[src/rtl/dp_hazard_ctrl.sv]
// Pipeline hazard control: load-use stall, branch flush, operand forwarding,
// and a hold FSM that keeps a multi-cycle op in E.  IDLE: no op held | BUSY: op counting down in E.
module dp_hazard_ctrl #(
  parameter int IDX_W      = 3,
  parameter int MUL_CYCLES = 4,
  parameter int CNT_W      = 16
) (
  input  logic             CLK,
  input  logic             ResetN,
  input  logic [IDX_W-1:0] RA1D,
  input  logic [IDX_W-1:0] RA2D,
  input  logic             UseAD,
  input  logic             UseBD,
  input  logic [IDX_W-1:0] RA1E,
  input  logic [IDX_W-1:0] RA2E,
  input  logic [IDX_W-1:0] WIndexE,
  input  logic [IDX_W-1:0] WIndexM,
  input  logic [IDX_W-1:0] WIndexW,
  input  logic             RegWE,
  input  logic             RegWM,
  input  logic             RegWW,
  input  logic             MemtoRegE,
  input  logic             BranchTakenE,
  input  logic             MulStartE,
  output logic             StallF,
  output logic             StallD,
  output logic             FlushD,
  output logic             EnIE,
  output logic             ClrIE,
  output logic             BubbleM,
  output logic [1:0]       ForwardAE,
  output logic [1:0]       ForwardBE,
  output logic             MulDoneE,
  output logic [CNT_W-1:0] StallCnt
);

  if (MUL_CYCLES < 2 || MUL_CYCLES > 15) begin : g_bad_mul_cycles
    $error("dp_hazard_ctrl: MUL_CYCLES=%0d outside 2..15", MUL_CYCLES);
  end

  typedef enum logic {IDLE = 1'b0, BUSY = 1'b1} state_t;

  state_t           r_state;
  logic [3:0]       r_cnt;
  logic [CNT_W-1:0] r_stall_cnt;

  logic w_hold, w_done, w_ld_stall, w_br_flush;

  always_ff @(posedge CLK or negedge ResetN) begin
    if (!ResetN) begin
      r_state <= IDLE;
      r_cnt   <= 4'd0;
    end else begin
      case (r_state)
        IDLE: if (MulStartE) begin
          r_state <= BUSY;
          r_cnt   <= 4'(MUL_CYCLES - 1);
        end
        BUSY: if (r_cnt > 4'd1) begin
          r_cnt <= r_cnt - 4'd1;
        end else begin
          // MulStartE is deliberately ignored here so the finishing op is not restarted
          r_state <= IDLE;
          r_cnt   <= 4'd0;
        end
        default: begin
          r_state <= IDLE;
          r_cnt   <= 4'd0;
        end
      endcase
    end
  end

  always_ff @(posedge CLK or negedge ResetN) begin
    if (!ResetN)
      r_stall_cnt <= '0;
    else if (StallD && (r_stall_cnt != {CNT_W{1'b1}}))
      r_stall_cnt <= r_stall_cnt + 1'b1;
  end

  // Everything is gated by ResetN so outputs sit at their idle values while reset is held
  assign w_hold = ResetN && (((r_state == IDLE) && MulStartE) ||
                             ((r_state == BUSY) && (r_cnt > 4'd1)));
  assign w_done = ResetN && (r_state == BUSY) && (r_cnt == 4'd1);
  assign w_ld_stall = ResetN && MemtoRegE && RegWE &&
                      ((UseAD && (RA1D == WIndexE)) || (UseBD && (RA2D == WIndexE)));
  assign w_br_flush = ResetN && BranchTakenE && !w_hold;

  always_comb begin
    StallF  = 1'b0;
    StallD  = 1'b0;
    FlushD  = 1'b0;
    EnIE    = 1'b1;
    ClrIE   = 1'b0;
    BubbleM = 1'b0;
    if (w_hold) begin
      StallF  = 1'b1;
      StallD  = 1'b1;
      EnIE    = 1'b0;
      BubbleM = 1'b1;
    end else if (w_br_flush) begin
      FlushD = 1'b1;
      ClrIE  = 1'b1;
    end else if (w_ld_stall) begin
      StallF = 1'b1;
      StallD = 1'b1;
      ClrIE  = 1'b1;
    end
  end

  always_comb begin
    ForwardAE = 2'b00;
    ForwardBE = 2'b00;
    if (ResetN) begin
      if (RegWM && (WIndexM == RA1E))      ForwardAE = 2'b10;
      else if (RegWW && (WIndexW == RA1E)) ForwardAE = 2'b01;
      if (RegWM && (WIndexM == RA2E))      ForwardBE = 2'b10;
      else if (RegWW && (WIndexW == RA2E)) ForwardBE = 2'b01;
    end
  end

  assign MulDoneE = w_done;
  assign StallCnt = r_stall_cnt;

endmodule
[config.mk]
export PLATFORM = sky130hd
export DESIGN_NAME = dp_hazard_ctrl
export DESIGN_NICKNAME = d
export VERILOG_FILES = /design/src/rtl/dp_hazard_ctrl.sv
export SDC_FILE = /design/constraint.sdc
export NUM_CORES = 1
export LEC_CHECK = 0
export BUFFER_PORTS_ARGS = -buffer_cell sky130_fd_sc_hd__buf_4
export CAP_MARGIN = 10
export CORE_MARGIN = 2
export CORE_UTILIZATION = 45
export CTS_CLUSTER_SIZE = 12
export DETAILED_ROUTE_END_ITERATION = 8
export GPL_TIMING_DRIVEN = 0
export PLACE_DENSITY = 0.86
export SYNTH_ARGS = -nofsm -noshare
export SYNTH_HDL_FRONTEND = slang
export SYNTH_SLANG_ARGS = --single-unit
[constraint.sdc]
create_clock -name CLK -period 3 [get_ports CLK]
set_input_delay 0.15 -clock CLK [delete_from_list [all_inputs] [get_ports CLK]]
set_output_delay 0.15 -clock CLK [all_outputs]
set_load 0.02 [all_outputs]
==> flow_summary.yaml <==
status:
  outcome: "finished, final reports clean"
synthesis:
  synthDistinctLibCells: 40
  seq_area_frac_synth_pct: 35.93
  ys_ff_latch: 21
  ys.flop_type: "dfrtp_1"
  async_flop_share_pct: 100.0
  synth_nets: 175
  postSynthCellCount: 141
  yosysWarnings: 0
  synth_edf_count: 0
  syn_avg_cell_area_um2: 10.37
  synthesis.area_um2: 1463
die:
  die_w_um: 61.01
  num_io_pins: 58
  rows: 20
  start_util_pct: 47.52
  core_area_um2: 3078
  die_area_um2: 3722
  die_h_um: 61.01
routing:
  drc: 0
  routed_wl_mm: 2.984
  post_drt_wl_per_cell_um: 12.08
  dr_total_vias: 1244
  ant_nets: 0
  viasPerCell: 5.036
  drt-initial-drc-count: 28
  dr.pass1.iters: 4
clocking:
  cts_tree: "built"
  cts_buffers: 3
  clk_latency_ps: 290
  clk_path_buf_depth: 2
  root_buffer: "clkbuf_4"
  numClockSinks: 21
  clk_pin_slew_ps: 110
  cts_htree_levels: 1
  cts_resized: 0
timing:
  worstMarginPinSlew_ps: 379.0
  relSlewSlack_pct: 74.08
  finalClockSkew_ps: 4.469
  finalSetupTns_ps: 0
  min_period_over_period_pct: 80.08
  max_freq_mhz: 416.2
  min_period_ps: 2402
  layout_setup_ws_ps: 597.6
  hold_violations: 0
  drv_slew: 0
  rsz0062_at_grt: "no"
  finalSetupViolCount: 0
placement:
  dp.cells: 242
  place.gp.congestion: 0.8297
  dp_hpwl_mm: 2.435
  place_ws_ps: 918.3
  port-buffer-count: 57
setup_path:
  r2r_slack_ps: 1030
  crit_required_ps: 2850
  cp-end-kind: "output pin"
  critPathMaxFanout: 10
  arrival_ps: 2250
  start_kind: "flop"
  worst-setup-path-type: "flop to output pin"
grt:
  grt_start_max_net_pins: 30
  grt_overflow: 0
  antenna_found_initial: 0
  grt_pass1_wl_mm: 5.037
  grt_usage_pct: 17.75
  grt_pass1_vias: 1202
power_and_ir_drop:
  p_leak_uw: 0.0008914
  peakVddDrop_mv: 0.4985
  p_per_area_nw_per_um2: 630.6
final_layout:
  syn_to_final_growth_pct: 35.50
  nNetsFinal: 238
  nFillCells: 262
  instances_no_fill: 247
  antenna_cells: 0
  final_layout_size_suffix_gt1_share_pct: 40.89
job:
  cap_viol_max_count: 0
hold_path:
  worstHoldPathType: "input port to flop"
==> layout by cell type (no fill, tap or decap), types with 2 or more instances in the layout <==
cell / n
o22ai_1: 2
clkbuf_4: 3
nand3_1: 4
nor4_1: 2
nor2_2: 3
and3_1: 6
nor3_1: 5
xnor2_1: 23
and2_1: 2
ha_1: 3
dfrtp_1: 21
xor2_1: 10
buf_4: 58
o2111ai_1: 6
o211ai_2: 7
o21ai_0: 4
inv_1: 4
nand4_1: 4
nand2_1: 4
buf_12: 2
nor2_1: 8
==> Yosys cell counts, types with 2 or more instances <==
cell / number / area share, %
o211ai_2: 7 / 6.0
nand4_1: 4 / 1.7
o21ai_0: 4 / 1.4
and2_1: 2 / 0.86
o22ai_1: 2 / 0.86
nand2_1: 4 / 1.0
nor4_1: 2 / 0.86
o2111ai_1: 6 / 3.6
dfrtp_1: 21 / 36
and3_1: 6 / 2.6
buf_12: 2 / 2.7
xnor2_1: 23 / 14
ha_1: 3 / 2.6
nor3_1: 5 / 1.7
nor2_2: 3 / 1.3
nand3_1: 4 / 1.4
xor2_1: 10 / 6.0
nor2_1: 8 / 2.1
inv_1: 4 / 1.0
==> cells by family (layout without fill, tap and decap cells) <==
family | after synthesis | count (layout) | synth area share, %
XOR/XNOR | 33 | 33 | 19.76
multiplexers | 1 | 1 | 1.026
AND/OR/NAND/NOR | 47 | 47 | 18.31
flip-flops | 21 | 21 | 35.93
AO/OA/AOI/OAI | 27 | 27 | 17.02
adder cells (fa/ha/maj) | 3 | 3 | 2.567
buffers and inverters | 9 | 71 | 5.389
==> worst max-delay path, cell delays in order, from the launching register on <==
cell and delay (ps):
dfrtp_1 440, inv_1 70, ha_1 180, or2_4 150, a31oi_4 100, and2_4 190
buf_12 130, buf_12 140, or2_2 300, buf_4 130, buf_4 140
==> stage by stage <==
stage                     util, %  cell area (um2)  hold slack, ps  power, uW
final                       64.39             1982           169.0       1250
after global routing        64.39             1982           158.9       1348
after CTS                   64.39             1982           146.9       1261
after detailed placement    63.21             1946           72.04       1128
after global placement      63.21             1946           76.12       1112
after floorplan                 -             1463          -145.6      900.4
==> sequential cells by signal (all words and copies together) (netlist names) <==
| signal | count |
|---|---|
| r_state | 1 |
| StallCnt | 16 |
| r_cnt | 4 |
==> metal layers <==
metal	routed length [um]	GRT usage [%]	vias to the layer above
met5	0	0	-
li1	-	-	632
met4	15	4.658	0
met3	182	3.782	2
met2	1440	30.11	36
met1	1346	23.14	574
==> worst paths after layout <==
path	start	endpoint	depth (start not counted)
max	r_cnt[0]$_DFFE_PN0P_	StallF	10
min	MulStartE	r_cnt[0]$_DFFE_PN0P_	3
max reg2reg	r_cnt[0]$_DFFE_PN0P_	StallCnt[1]$_DFFE_PN0P_	8
min reg2reg	StallCnt[10]$_DFFE_PN0P_	StallCnt[10]$_DFFE_PN0P_	1
max in group asynchronous	ResetN	r_state$_DFF_PN0_	2
min in group asynchronous	ResetN	StallCnt[5]$_DFFE_PN0P_	2
==> cell type report <==
cell class,instances,area [um2],share of cell area (%)
sequential,21,525.5,26.52
buffer,5,63.81,3.220
inverter,4,15.01,0.7576
timing repair buffer,58,437.9,22.10
tap,44,55.05,2.778
multi-input combinational,111,858.3,43.31
clock buffer,4,26.28,1.326
==> repair_timing <==
action	in CTS	in global routing
hold endpoints to repair	21	0
hold buffers	1	0
setup buffers	0	0
==> report_power, final <==
part	leakage, uW	internal [uW]	switching [uW]
Sequential	0.000275	354	88.2
Clock	0.0000150	51.6	79.2
Combinational	0.000602	347	329
No activity file was read; power rests on OpenSTA's default activity.
